File: config.mk
export PLATFORM = sky130hd
export DESIGN_NAME = seg7_scan_ctrl
export DESIGN_NICKNAME = d
export VERILOG_FILES = /design/src/rtl/seg7_pkg.sv /design/src/rtl/seg7_decode.sv /design/src/rtl/seg7_scan_ctrl.sv
export SDC_FILE = /design/constraint.sdc
export NUM_CORES = 1
export LEC_CHECK = 0
export ABC_AREA = 1
export CAP_MARGIN = 15
export CORE_MARGIN = 3
export CORE_UTILIZATION = 62
export CTS_CLUSTER_DIAMETER = 100
export DETAILED_ROUTE_END_ITERATION = 8
export PLACE_DENSITY = 0.93
export SLEW_MARGIN = 20
export SYNTH_ARGS = -nofsm -noshare
export SYNTH_HDL_FRONTEND = slang
export SYNTH_SLANG_ARGS = --single-unit
File: constraint.sdc
create_clock -name clk -period 2.78 [get_ports clk]
set_input_delay 0.278 -clock clk [delete_from_list [all_inputs] [get_ports clk]]
set_output_delay 0.278 -clock clk [all_outputs]
set_load 0.005 [all_outputs]
File: src/rtl/seg7_pkg.sv
`default_nettype none
// ============================================================================
// seg7_pkg : shared constants and scan-state encoding for the 7-seg scanner
// Revision : 1.0
// ============================================================================
package seg7_pkg;

  localparam logic [6:0] SEG_BLANK = 7'b0000000;

  // Bus positions of each segment; a is the MSB of seg
  localparam int SEG_A = 6;
  localparam int SEG_B = 5;
  localparam int SEG_C = 4;
  localparam int SEG_D = 3;
  localparam int SEG_E = 2;
  localparam int SEG_F = 1;
  localparam int SEG_G = 0;

  typedef enum logic [1:0] {
    IDLE  = 2'd0,
    BLANK = 2'd1,
    SHOW  = 2'd2
  } state_t;

endpackage
`default_nettype wire

File: src/rtl/seg7_decode.sv
`default_nettype none
// ============================================================================
// seg7_decode : combinational BCD to 7-segment decoder, non-BCD codes dark
// Revision    : 1.0
// ============================================================================
module seg7_decode
  import seg7_pkg::*;
(
  input  logic [3:0] bcd,
  output logic [6:0] seg
);

  // pat is written in a..g order and then placed onto the bus positions
  logic [6:0] pat;

  always_comb begin
    pat = SEG_BLANK;
    case (bcd)
      4'd0: pat = 7'b1111110;
      4'd1: pat = 7'b0110000;
      4'd2: pat = 7'b1101101;
      4'd3: pat = 7'b1111001;
      4'd4: pat = 7'b0110011;
      4'd5: pat = 7'b1011011;
      4'd6: pat = 7'b1011111;
      4'd7: pat = 7'b1110000;
      4'd8: pat = 7'b1111111;
      4'd9: pat = 7'b1111011;
      default: pat = SEG_BLANK;
    endcase
  end

  assign seg[SEG_A] = pat[6];
  assign seg[SEG_B] = pat[5];
  assign seg[SEG_C] = pat[4];
  assign seg[SEG_D] = pat[3];
  assign seg[SEG_E] = pat[2];
  assign seg[SEG_F] = pat[1];
  assign seg[SEG_G] = pat[0];

endmodule
`default_nettype wire

File: src/rtl/seg7_scan_ctrl.sv
`default_nettype none
// ============================================================================
// seg7_scan_ctrl : N-digit multiplexed 7-segment scanner with frame-aligned
//                  word updates, inter-digit blanking and leading-zero blanking
// Revision       : 1.0
// ============================================================================
module seg7_scan_ctrl
  import seg7_pkg::*;
#(
  parameter int N_DIGITS     = 4,
  parameter int SLOT_CYCLES  = 50000,
  parameter int BLANK_CYCLES = 2
) (
  input  logic                    clk,
  input  logic                    rst_n,
  input  logic                    enable,
  input  logic                    load,
  input  logic [4*N_DIGITS-1:0]   bcd_in,
  input  logic [N_DIGITS-1:0]     dp_in,
  input  logic                    lzb_en,
  output logic [6:0]              seg,
  output logic                    dp,
  output logic [N_DIGITS-1:0]     an,
  output logic                    frame_tick
);

  localparam int IDX_W       = $clog2(N_DIGITS);
  localparam int CNT_W       = $clog2(SLOT_CYCLES + 1);
  localparam int SHOW_CYCLES = SLOT_CYCLES - BLANK_CYCLES;

  localparam logic [IDX_W-1:0] IDX_LAST   = IDX_W'(N_DIGITS - 1);
  localparam logic [CNT_W-1:0] SHOW_LAST  = CNT_W'(SHOW_CYCLES - 1);
  localparam logic [CNT_W-1:0] BLANK_LAST = CNT_W'((BLANK_CYCLES > 0) ? BLANK_CYCLES - 1 : 0);
  localparam state_t           SLOT_START = (BLANK_CYCLES > 0) ? BLANK : SHOW;

  state_t                  state_q, state_d;
  logic [IDX_W-1:0]        idx_q, idx_d;
  logic [CNT_W-1:0]        cnt_q, cnt_d;
  logic [6:0]              seg_q, seg_d;
  logic                    dp_q, dp_d;
  logic [N_DIGITS-1:0]     an_q, an_d;
  logic                    tick_q, tick_d;
  logic [4*N_DIGITS-1:0]   act_bcd_q, act_bcd_d;
  logic [N_DIGITS-1:0]     act_dp_q, act_dp_d;
  logic [4*N_DIGITS-1:0]   pend_bcd_q, pend_bcd_d;
  logic [N_DIGITS-1:0]     pend_dp_q, pend_dp_d;
  logic                    pend_q, pend_d;

  logic                    wrap;
  logic                    commit;
  logic                    show;
  logic                    higher_blank;
  logic [N_DIGITS-1:0]     lz_blank;
  logic [3:0]              cur_bcd;
  logic                    cur_dp;
  logic                    cur_blank;
  logic [6:0]              dec_seg;

  // Blanking propagates downward from the most significant digit; digit 0 is exempt
  always_comb begin
    higher_blank = lzb_en;
    lz_blank     = '0;
    for (int k = N_DIGITS - 1; k >= 1; k--) begin
      higher_blank = higher_blank & (act_bcd_q[4*k +: 4] == 4'd0);
      lz_blank[k]  = higher_blank;
    end
  end

  always_comb begin
    cur_bcd   = 4'hF;
    cur_dp    = 1'b0;
    cur_blank = 1'b0;
    for (int k = 0; k < N_DIGITS; k++) begin
      if (idx_q == IDX_W'(k)) begin
        cur_bcd   = act_bcd_q[4*k +: 4];
        cur_dp    = act_dp_q[k];
        cur_blank = lz_blank[k];
      end
    end
  end

  seg7_decode u_decode (
    .bcd (cur_bcd),
    .seg (dec_seg)
  );

  always_comb begin
    state_d = state_q;
    idx_d   = idx_q;
    cnt_d   = cnt_q;
    wrap    = 1'b0;
    if (!enable) begin
      state_d = IDLE;
      idx_d   = '0;
      cnt_d   = '0;
    end else begin
      case (state_q)
        IDLE: begin
          state_d = SLOT_START;
          idx_d   = '0;
          cnt_d   = '0;
        end
        BLANK: begin
          if (cnt_q == BLANK_LAST) begin
            state_d = SHOW;
            cnt_d   = '0;
          end else begin
            cnt_d = cnt_q + CNT_W'(1);
          end
        end
        SHOW: begin
          if (cnt_q == SHOW_LAST) begin
            state_d = SLOT_START;
            cnt_d   = '0;
            if (idx_q == IDX_LAST) begin
              idx_d = '0;
              wrap  = 1'b1;
            end else begin
              idx_d = idx_q + IDX_W'(1);
            end
          end else begin
            cnt_d = cnt_q + CNT_W'(1);
          end
        end
        default: begin
          state_d = IDLE;
          idx_d   = '0;
          cnt_d   = '0;
        end
      endcase
    end
  end

  assign show   = (state_q == SHOW);
  assign an_d   = show ? (N_DIGITS'(1) << idx_q) : '0;
  assign seg_d  = (show && !cur_blank) ? dec_seg : SEG_BLANK;
  assign dp_d   = show & cur_dp;
  assign tick_d = wrap;

  // A pending word only becomes visible when no partially-drawn frame exists
  assign commit = wrap | (state_q == IDLE);

  always_comb begin
    act_bcd_d  = act_bcd_q;
    act_dp_d   = act_dp_q;
    pend_bcd_d = pend_bcd_q;
    pend_dp_d  = pend_dp_q;
    pend_d     = pend_q;
    if (commit) begin
      if (load) begin
        act_bcd_d = bcd_in;
        act_dp_d  = dp_in;
      end else if (pend_q) begin
        act_bcd_d = pend_bcd_q;
        act_dp_d  = pend_dp_q;
      end
      pend_d = 1'b0;
    end else if (load) begin
      pend_bcd_d = bcd_in;
      pend_dp_d  = dp_in;
      pend_d     = 1'b1;
    end
  end

  always_ff @(posedge clk or negedge rst_n) begin
    if (!rst_n) begin
      state_q    <= IDLE;
      idx_q      <= '0;
      cnt_q      <= '0;
      seg_q      <= SEG_BLANK;
      dp_q       <= 1'b0;
      an_q       <= '0;
      tick_q     <= 1'b0;
      act_bcd_q  <= '1;
      act_dp_q   <= '0;
      pend_bcd_q <= '1;
      pend_dp_q  <= '0;
      pend_q     <= 1'b0;
    end else begin
      state_q    <= state_d;
      idx_q      <= idx_d;
      cnt_q      <= cnt_d;
      seg_q      <= seg_d;
      dp_q       <= dp_d;
      an_q       <= an_d;
      tick_q     <= tick_d;
      act_bcd_q  <= act_bcd_d;
      act_dp_q   <= act_dp_d;
      pend_bcd_q <= pend_bcd_d;
      pend_dp_q  <= pend_dp_d;
      pend_q     <= pend_d;
    end
  end

  assign seg        = seg_q;
  assign dp         = dp_q;
  assign an         = an_q;
  assign frame_tick = tick_q;

endmodule
`default_nettype wire
---- Yosys cells after proc, flatten, opt, wreduce, memory -nomap -nowiden ----
Memories as Yosys holds them, arrays and structs flattened.
Cells that the tools add are included.
word-level totals
  register bits after elaboration ......... 74
  bits in latches ......................... 0
  RAM bits ................................ 0
  ROM bits ................................ 112
  input bits .............................. 25
  output and inout port bits .............. 13
  word-level logic and storage cells ...... 80
  memories ................................ 1
cells by class
  $add $sub $neg .......................... 2
  multiply operators ...................... 0
  div/mod/pow operators ................... 0
  magnitude comparators ................... 0
  equal/unequal tests ..................... 10
  shift-type cells ........................ 1
  mux-type cells .......................... 35
  bitwise gates (word level) .............. 6
  reductions and logical operators ........ 13
memories
  name              depth  bits a word  rd ports  clocked after Yosys merged registers in  wr ports  RTL line           text
  (name not given)  16     7            1         0                                        0         seg7_decode.sv:18  case (bcd)
operators by type and width
  cell                     count
  $mux W16                 5
  $pmux W16 S2             1
  $mux W4                  7
  $add A16 B1 Y16 const B  1
  $eq A16 B1 Y1 const B    1
  $eq A16 B16 Y1 const B   1
  $mux W1                  13
  $logic_not A4 Y1         3
  $mux W2                  6
  $reduce_and A2 Y1        4
  $mux W7                  1
  $eq A2 B2 Y1 const B     3
  $pmux W2 S3              1
  $and A1 B1 Y1            4
  $eq A2 B1 Y1 const B     2
  $logic_not A2 Y1         2
  $pmux W2 S2              1
  $reduce_bool A2 Y1       2
  $shl A1 B2 Y4 const A    1
  $ne A3 B2 Y1 const B     1
  $ne A3 B3 Y1 const B     1
  $add A2 B1 Y2 const B    1
  $ne A2 B2 Y1 const B     1
  $logic_and A1 B1 Y1      1
  3 further kinds          3

---- Logic depth before layout (Yosys ltp) ----
Gate-level depths: netlist of run 1.
  depth in word-level cells ............... 10
  gate-level depth with buffers ........... 15
  gate-level depth less buffers ........... 15

---- Hierarchy ----
Synthesis of run 1 repeated with hierarchy kept, for this count alone.
unflattened totals
  cells, all modules ...................... 551
  area total of the unflattened synthesis .. 4117.7 um^2
by module, submodules not included
  module          instances  cells each  area an instance (um^2)  seq. area each (um^2)
  seg7_scan_ctrl  1          514         3918.8                   1891.8
  seg7_decode     1          37          198.9                    0.0

---- Worst setup path after synthesis of run 1 ----
No wires, ideal clock.
  path kind ............................... flip-flop to flip-flop
  start ................................... register idx_q[0]
  end ..................................... register seg_q[3], in the netlist seg[3]
  library setup time ...................... 0.072 ns
  arrival time ............................ 1.843 ns
  required time ........................... 2.708 ns
  path slack .............................. 0.865 ns
  cell stages (with the launch flop) ...... 12
  path buffers ............................ 0
  period minus slack after synthesis ...... 1.915 ns
  cells stage by stage .................... dfrtp_1 > ha_1 > inv_1 > nor2_1 > nor2_1 > nand2_1 > a21oi_1 > inv_1 > ha_1 > nor2_1 > nor2_1 > nor2_1
between the ends
  cells in the longest elaborated chain, start to end .. 7
  elaborated cells on any way between the ends .. 15
  classes of those cells .................. 3 x eq/ne; 8 x mux; 3 x reduce/logical; 1 x memory
RTL lines
  item                                                   RTL line                                     text
  from (decl)                                            seg7_scan_ctrl.sv:37                         logic [IDX_W-1:0] idx_q, idx_d;
  from (signal assigned)                                 seg7_scan_ctrl.sv:181                        idx_q <= idx_d;
  $logic_not A2 Y1 or $eq A2 B1 Y1 (tied branches)       seg7_scan_ctrl.sv:74                         if (idx_q == IDX_W'(k)) begin
  $mux W4 or $mux W1 (tied branches) (3 in series)       seg7_scan_ctrl.sv:74
  $mux W4 or $logic_not A1 Y1 (tied branches)            seg7_scan_ctrl.sv:74, seg7_scan_ctrl.sv:136
  $mem_v2 Z16 W7 or $logic_and A1 B1 Y1 (tied branches)  --
  $mux W7 (*)                                            seg7_scan_ctrl.sv:136                        assign seg_d = (show && !cur_blank) ? dec_seg : SEG_BLANK;
  named net seg_d[3]                                     seg7_scan_ctrl.sv:39                         logic [6:0] seg_q, seg_d;
  to (signal assigned)                                   seg7_scan_ctrl.sv:183                        seg_q <= seg_d;
  to (decl)                                              seg7_scan_ctrl.sv:39
The timed path passes the listed nets; every way through them passes the cells marked *.
A chain may end at the register's enable or synchronous reset.

---- Final worst setup path of run 1 ----
Ends and elaborated chain as after synthesis.

==> results.ini, run 1 <==
[layout]
area_delta_synth_final_pct=13.48
multiInputGateArea_um2=1821
finalNetCount=557
nFillCells=431
diodes=0
regArea_um2=1892
drive_gt1_frac=0.1667
fin_area_um2=4633
layout_commonest_cell=nand2_1
final_cell_mix=nand2_1, inv_1, nor2_1

[clocking]
cts_sinks=74
cts_tree=done
cts_resized=0
h-tree-depth=3
clk_path_buf_depth=2
post-cts-setup-buffer-count=0
clk_pin_slew_worst_paths_ns=0.08
cts_made_buffers=9
clkLatencyLatePin_ns=0.34
holdBufCountCts=0
cts_root_buf=clkbuf_8

[timing]
fin_crit_sh=0.8127
setup_tns_ns=0
hold_violations=0
setup_viol=0
maxSlewViolCount=0
worstMarginPinSlew_ns=0.8893
fin_skew_ns=0.009486
relSlewSlack=0.4072
fmax_mhz=442.6
rsz0062_at_grt=no
fin_crit_ns=2.259

[synth]
synth_seq_area_share=0.4634
ys_seq_elements=74
syn_area_per_cell_um2=8.470
async_flop_share=1.000
yosys-top-cells-area=dfrtp_1, dfstp_2, nand2_1, inv_1, nor2_1
synth_top_area_frac=0.2574
syn_nets=522
synthDistinctLibCells=34
ys_warn_count=0
synth_top_area_cell=dfrtp_1
netlist_area_um2=4083
synthFlopType=dfrtp_1
syn_inst=482
synth_edf_count=0

[floorplan]
die_x_um=87.15
core_area_um2=6131
ioPinCount=38
start_util=0.6659
die_area_um2=7594
rows=28
die_h_um=87.15

[worst_setup_path]
worstSetupPathType=flip-flop to flip-flop
path_cells=ha_1, inv_1, nor2_1, nor2_1, nand2_1, a21oi_1, inv_1, ha_1, nor2_1, nor2_1, nor2_1
crit_slowest_cell=dfrtp_1
critPathCaptureType=flip-flop
critical_path.max_stage_delay_ns=0.44
crit_fanout=6
worstPathRequired_ns=3.05
cp_data_arrival_time_ns=2.53
crit_family=adder cells
crit_buf_inv=2
cp-start-kind=flip-flop
crit_top_cell=nor2_1

[global_routing]
grt_pass1_vias=3164
track_usage=0.2355
antenna_found_initial=0
grt_pass1_wl_um=14050
globalRouteOverflowTotal=0
grt_max_degree=75

[power]
power.density_nw_per_um2=890.1
leakage_nw=2.284
ir_drop_mv=0.6006

[routing]
wl_per_cell_um=13.83
drtIter0Drc=199
num_vias=3227
postRouteAntennaNets=0
wirelength_um=8254
via_per_inst=5.405
drc=0
firstDrtPassIters=5

[run]
maxCapViolations=0

[placed_design]
hpwl_um=5942
gp_congestion=0.9190
postPlaceCellArea_um2=4434
portBuffers=37

[run_status]
status=finished clean

[min_path]
hold_class=input port to async pin

[sequential cells by signal, summed over array words and instances (netlist names)]
register / flops
act_bcd_q: 16
an: 4
pend_bcd_q: 16
act_dp_q: 4
state_q: 2
frame_tick: 1
idx_q: 2
pend_q: 1
seg: 7
dp: 1
cnt_q: 16
pend_dp_q: 4
[where the power goes]
group          internal [mW]  switching [mW]  total [mW]
combinational          0.567           0.970        1.54
clock                  0.423           0.384       0.807
sequential              1.57           0.209        1.78
total                   2.56            1.56        4.12
[kinds of logic after synthesis]
| kind of cell | synth area share |
|---|---|
| and+or+nand+nor | 0.2357 |
| adders and majority gates | 0.04597 |
| xor gates and xnor gates | 0.02145 |
| muxes | 0.04903 |
| AOI/OAI and AO/OA | 0.09378 |
| DFF | 0.4634 |
| buffers and inverters | 0.09071 |
[cell usage after synthesis, types with 2 or more instances]
library cell / count
nand2_1: 109
inv_1: 63
nor2_1: 62
dfrtp_1: 42
dfstp_2: 32
o21ai_0: 25
mux2i_1: 20
nand3_1: 20
o21ai_2: 20
ha_1: 15
a21oi_1: 10
xor2_1: 9
buf_6: 7
nand4_1: 7
buf_2: 5
nor3_1: 5
o21ai_1: 5
nand2_2: 4
inv_2: 3
buf_4: 2
nand3_2: 2
nor2_2: 2
or2_1: 2
[worst reg2reg max path: stages (launching register included)]
cell and delay (ns):
dfrtp_1 0.44, ha_1 0.31, inv_1 0.15, nor2_1 0.05
nor2_1 0.08, nand2_1 0.06, a21oi_1 0.32, inv_1 0.17
ha_1 0.31, nor2_1 0.13, nor2_1 0.06, nor2_1 0.10
[layout make-up]
cell class / instances / share of cell area
sequential: 74 / 0.4083
multi-input combinational: 327 / 0.3929
timing repair buffer: 39 / 0.08210
inverter: 66 / 0.05347
clock buffer: 12 / 0.03808
tap: 75 / 0.02025
clock inverter: 4 / 0.004861
[per-layer routing]
metal  GRT usage  routed length, um
met1      0.2937               3610
met2      0.3961               4001
met3     0.04730                472
met4      0.1046                169
met5           0                  0
[final timing paths]
check	start	to	slack, ns	cells after the start
setup / recovery	idx_q[0]$_DFFE_PN0P_	seg[3]$_DFF_PN0_	0.52	11
hold / removal	rst_n	cnt_q[13]$_DFF_PN0_	0.14	2
setup reg to reg	idx_q[0]$_DFFE_PN0P_	seg[3]$_DFF_PN0_	0.52	11
hold reg to reg	pend_bcd_q[10]$_DFFE_PN1P_	pend_bcd_q[10]$_DFFE_PN1P_	0.48	2
max in group asynchronous	rst_n	act_dp_q[2]$_DFFE_PN0P_	2.06	2
min in group clk	pend_bcd_q[10]$_DFFE_PN1P_	pend_bcd_q[10]$_DFFE_PN1P_	0.48	2
[metrics by stage]
step / hold slack (ns) / power (mW) / std cells / utilization / setup WS (ns)
finish: 0.1389 / 4.124 / 597 / 0.7557 / 0.5206
global route: 0.1934 / 4.438 / 597 / 0.7557 / 0.3170
CTS: 0.1668 / 4.141 / 597 / 0.7557 / 0.5154
detailed placement: 0.4672 / 3.310 / 581 / 0.7233 / 0.5156
global placement: 0.4627 / 3.184 / 581 / 0.7233 / 0.7111
floorplan: -0.01759 / 2.959 / 482 / - / 0.8652
Power figures use the tool's default switching activity.
==> run 2, diff against run 1 <==
- CORE_UTILIZATION: 62 -> 58
- PLACE_DENSITY: 0.93 -> 0.88
- clock period: 2.78 -> 2.28 ns (I/O delays scaled with it)
==> run 2 against run 1 <==
Effect of this change: count of clock-buffer cells in the layout down 1; combinational power up 23%; largest power group unchanged; critical path type unchanged; clock skew up 0.0010 ns; sequential power up 22%; wire length about the same; clock power up 33%; worst hold slack better by 0.25 ns; utilization down 3.6 points; global-route usage down 1.7 points; sequential share of layout area down 0.83 points; critical endpoint unchanged.
==> results.ini, run 2 (synthesized netlist as in run 1, its figures left out) <==
[timing]
hold_violations=0
fin_skew_ns=0.01049
fmax_mhz=491.3
relSlewSlack=0.6212
fin_crit_sh=0.8927
hold_ws_ns=0.3910
worstMarginPinSlew_ns=0.5682
maxSlewViolCount=0
fin_crit_ns=2.035
setup_tns_ns=0
setup_viol=0

[run_status]
status=finished clean

[routing]
num_vias=3206
wl_per_cell_um=13.32
firstDrtPassIters=5
wirelength_um=8261
postRouteAntennaNets=0
drc=0
drtIter0Drc=236
via_per_inst=5.171

[worst_setup_path]
r2r-end=seg[3]$_DFF_PN0_
r2r_cells=13
crit_fanout=6
crit_end=seg[3]$_DFF_PN0_
timing.rr.start=idx_q[0]$_DFFE_PN0P_
worstPathRequired_ns=2.57
crit_start=idx_q[0]$_DFFE_PN0P_
critPathCaptureType=flip-flop
cp-start-kind=flip-flop
r2r_setup_slack_ns=0.24
cp_data_arrival_time_ns=2.33
worstSetupPathType=flip-flop to flip-flop

[placed_design]
gp_congestion=0.9696
hpwl_um=6004
portBuffers=37

[clocking]
cts_tree=done
cts_root_buf=clkbuf_8
clk_path_buf_depth=2
h-tree-depth=3
cts_sinks=74
post-cts-setup-buffer-count=0
cts_made_buffers=9
clk_pin_slew_worst_paths_ns=0.09
clkLatencyLatePin_ns=0.36

[global_routing]
grt_pass1_vias=3118
grt_max_degree=51
globalRouteOverflowTotal=0
grt_pass1_wl_um=14330
antenna_found_initial=0
track_usage=0.2184

[floorplan]
die_area_um2=8082
rows=29
core_area_um2=6568
start_util=0.6216
ioPinCount=38
die_h_um=89.90
die_x_um=89.90

[layout]
final_cell_mix=nand2_1, inv_1, nor2_1
nFillCells=510
area_delta_synth_final_pct=15.84
layout_commonest_cell=nand2_1
finalNetCount=562
reg_top3=act_bcd_q: 16 flops, cnt_q: 16 flops, pend_bcd_q: 16 flops
drive_gt1_frac=0.1784
diodes=0

[power]
power.density_nw_per_um2=1086
ir_drop_mv=0.7679
power_mw=5.134
leakage_nw=2.314

[min_path]
hold_class=input port to async pin

[run]
maxCapViolations=0

==> run 2: cell count changes in the layout (fill, tap and decap cells not counted) <==
cell,previous run,this run
buf_12,0,1
clkbuf_8,11,9
inv_6,0,3
clkinv_2,3,1
dlygate4sd3_1,0,1
ha_2,0,2
buf_4,2,5
clkbuf_16,1,2
nand2_2,4,5
nand2_1,109,108
ha_1,15,13
==> run 2: power breakdown <==
group          internal, mW  leakage (nW)  total [mW]  switching, mW
Combinational         0.725          1.30        1.90           1.17
Sequential             1.91         0.905        2.17          0.257
Clock                 0.537         0.107        1.07          0.531
Total                  3.18          2.31        5.13           1.96
==> run 2: how the worst min path moves through the flow <==
stage	endpoint	startpoint
global route	cnt_q[12]$_DFF_PN0_	rst_n
finish	cnt_q[12]$_DFF_PN0_	rst_n
CTS	cnt_q[12]$_DFF_PN0_	rst_n
global placement	cnt_q[12]$_DFF_PN0_	rst_n
floorplan	act_dp_q[0]$_DFFE_PN0P_	rst_n
detailed placement	cnt_q[12]$_DFF_PN0_	rst_n
==> run 2: per-stage QoR <==
stage | utilization | instance area, um^2 | setup slack [ns] | cells
after global routing | 0.7201 | 4730 | -0.004144 | 620
after global placement | 0.6851 | 4499 | 0.3324 | 603
after CTS | 0.7190 | 4722 | 0.1507 | 620
after floorplan | - | 4083 | 0.3652 | 482
final | 0.7201 | 4730 | 0.2447 | 620
after detailed placement | 0.6851 | 4499 | 0.1690 | 603
==> run 2: area by class of cell <==
class | instances | area, um^2 | share of cell area
flip-flops and latches | 74 | 1892 | 0.4000
inverters | 66 | 247.7 | 0.05238
clock buffers | 11 | 173.9 | 0.03677
clock inverters | 5 | 38.79 | 0.008201
repair buffers | 44 | 432.9 | 0.09153
multi-input cells | 327 | 1828 | 0.3865
well taps | 93 | 116.4 | 0.02460
==> run 2: timing repair <==
action | in CTS | in global routing
hold endpoints to repair | 18 | 0
resized for setup | 0 | 3
hold buffers | 1 | 0
endpoints found under the setup margin | 0 | 6
==> run 2: layer usage <==
layer  track usage  share of wire  routed length (um)  vias up
met5             0              0                   0        -
met4       0.08929          0.023                 187        0
met3       0.05593          0.042                 349       21
met2        0.3559           0.49                4032       79
met1        0.2786           0.45                3693     1504
li1              -              -                   -     1602
==> run 2: critical path, cell delays in order, from the launching register on <==
cell and delay (ns):
dfrtp_1 0.43, inv_1 0.11, ha_2 0.23, inv_1 0.05, nor2_1 0.16, nand2_1 0.08
nand2_1 0.07, nand3_1 0.07, nand2_2 0.14, inv_1 0.08, ha_1 0.27, nor2_1 0.14
nor2_1 0.06, nor2_1 0.10
==> run 3, diff against run 2 <==
- CORE_UTILIZATION: 58 -> 60
- CTS_BUF_LIST: default -> sky130_fd_sc_hd__clkbuf_8
- PLACE_DENSITY: 0.88 -> 0.83
==> run 3 against run 2 <==
Effect of this change: count of clock-buffer cells in the layout increased by 1; highest routed layer unchanged; maximum frequency decreased by 1.3%; utilization increased by 1.2 points; first-iteration DRC count decreased by 24%; critical path depth decreased by 5; via count decreased by 2.7%; register-to-register slack got worse by 0.03 ns; sequential power about the same; critical endpoint is now act_dp_q[0]$_DFFE_PN0P_; combinational power about the same; wire length decreased by 1.9%; final cell count decreased by 2.4%; largest cell class unchanged.
==> results.ini, run 3 (synthesized netlist as in run 1, its figures left out) <==
[floorplan]
start_util=0.6321
core_area_um2=6459
ioPinCount=38
die_area_um2=7830
die_x_um=88.49
rows=29
die_h_um=88.49

[run]
maxCapViolations=0

[min_path]
hold_depth=3
hp-start=bcd_in[10]
hold_end=pend_bcd_q[10]$_DFFE_PN1P_
hold_class=input port to flip-flop

[timing]
maxSlewViolCount=0
fmax_mhz=485.0
fin_skew_ns=0.01064
rsz0062_at_grt=no
hold_violations=0
worstMarginPinSlew_ns=0.6747
relSlewSlack=0.5502
fin_crit_sh=0.9044
fin_crit_ns=2.062
setup_tns_ns=0
setup_viol=0

[global_routing]
globalRouteOverflowTotal=0
antenna_found_initial=0
track_usage=0.2368
grt_max_degree=41
grt_pass1_wl_um=14420
grt_pass1_vias=3183

[placed_design]
portBuffers=37
gp_congestion=0.8997
hpwl_um=5963

[power]
power_frac_seq=0.421
p_int_mw=3.235
power.density_nw_per_um2=1089
pwr-share-clk=0.211
swShare=0.3714
leakage_nw=2.328
combPwrFrac=0.368
p_sw_mw=1.912
ir_drop_mv=0.7284

[worst_setup_path]
worstSetupPathType=flip-flop to flip-flop
cp-start-kind=flip-flop
r2r-end=act_dp_q[0]$_DFFE_PN0P_
critPathCaptureType=flip-flop
cp_data_arrival_time_ns=2.28
critical_path.max_stage_delay_ns=0.46
r2r_setup_slack_ns=0.22
crit_top_cell=nand2_1
crit_fanout=40
r2r_cells=8
timing.rr.start=idx_q[0]$_DFFE_PN0P_
crit_slowest_cell=dfrtp_1
worstPathRequired_ns=2.50
path_cells=ha_1, nand2_1, nor2_1, nand3_2, nand2_2, nand2_4, nand2_1, o21ai_2

[clocking]
cts_tree=done
clk_pin_slew_worst_paths_ns=0.08
clk_path_buf_depth=2
clkLatencyLatePin_ns=0.35
h-tree-depth=3
cts_root_buf=clkbuf_8
cts_made_buffers=9
cts_sinks=74
post-cts-setup-buffer-count=0

[routing]
wl_per_cell_um=13.39
wirelength_um=8100
firstDrtPassIters=6
drc=0
num_vias=3118
drtIter0Drc=179
postRouteAntennaNets=0
via_per_inst=5.154

[layout]
final_cell_mix=nand2_1, inv_1, nor2_1
diodes=0
layout_commonest_cell=nand2_1
finalNetCount=563
drive_gt1_frac=0.1799
post-route-util=0.7321
reg_top3=act_bcd_q: 16 flops, cnt_q: 16 flops, pend_bcd_q: 16 flops
area_delta_synth_final_pct=15.81
nFillCells=509

[run_status]
status=finished clean

run 3: cell types whose count changed in the layout (fill, tap and decap cells not counted), sizes merged:
| cell | before | now |
|---|---|---|
| clkinvlp | 1 | 0 |
| inv | 69 | 66 |
| bufinv | 0 | 1 |
| clkbuf | 11 | 12 |
| clkinv | 1 | 3 |
| buf | 7 | 8 |
run 3: routing by layer:
metal,global-route usage,vias up,routed length [um]
met5,0,-,0
met4,0.08242,0,104
met3,0.04935,10,291
met2,0.3889,68,3854
met1,0.3124,1441,3849
li1,-,1599,-
run 3: worst max-delay path by stage:
| stage | from | endpoint | cells after the start | slack [ns] |
|---|---|---|---|---|
| floorplan | idx_q[0]$_DFFE_PN0P_ | seg[3]$_DFF_PN0_ | 11 | 0.37 |
| global placement | idx_q[1]$_DFFE_PN0P_ | seg[3]$_DFF_PN0_ | 13 | 0.30 |
| detailed placement | idx_q[1]$_DFFE_PN0P_ | seg[3]$_DFF_PN0_ | 13 | 0.17 |
| CTS | idx_q[1]$_DFFE_PN0P_ | seg[3]$_DFF_PN0_ | 13 | 0.17 |
| global route | idx_q[0]$_DFFE_PN0P_ | seg[3]$_DFF_PN0_ | 13 | 0.03 |
| finish | idx_q[0]$_DFFE_PN0P_ | act_dp_q[0]$_DFFE_PN0P_ | 8 | 0.22 |
run 3: repair_timing:
action / in CTS / in global routing
endpoints found under the setup margin: 0 / 7
endpoints found under the hold margin: 15 / 0
hold buffers: 1 / 0
gates resized for setup: 0 / 4
run 3: power groups by stage:
stage / combinational (mW) / clock, mW / sequential (mW)
global placement: 1.80 / 0 / 2.17
finish: 1.90 / 1.09 / 2.16
CTS: 1.91 / 1.11 / 2.17
global route: 2.20 / 1.17 / 2.23
floorplan: 1.50 / 0 / 2.11
detailed placement: 1.88 / 0 / 2.18
run 3: stage by stage:
step | setup slack, ns | power, mW | instance area (um^2) | hold slack, ns | cells
3_3_place_gp | 0.3047 | 3.976 | 4487 | 0.2967 | 588
5_1_grt | 0.02857 | 5.600 | 4728 | 0.4400 | 605
3_5_place_dp | 0.1686 | 4.068 | 4487 | 0.3026 | 588
6_report | 0.2180 | 5.147 | 4728 | 0.4338 | 605
4_1_cts | 0.1706 | 5.181 | 4711 | 0.4178 | 605
2_1_floorplan | 0.3652 | 3.608 | 4083 | -0.06759 | 482
run 3: worst max-delay path: cells and delay by family, from the launching register on:
kind / cells / cell delay, ns
compound gates: 1 / 0.07
simple gates: 6 / 1.00
fa+ha+maj: 1 / 0.39
flops: 1 / 0.46
run 3: cell type report:
class                      instances  area [um^2]  area share
clock buffer                      12        165.2     0.03493
clock inverter                     4        48.80     0.01032
inverter                          66        247.7     0.05239
multi-input combinational        327         1838      0.3887
sequential                        74         1892      0.4001
tap                               77        96.34     0.02038
timing repair buffer              45        440.4     0.09315
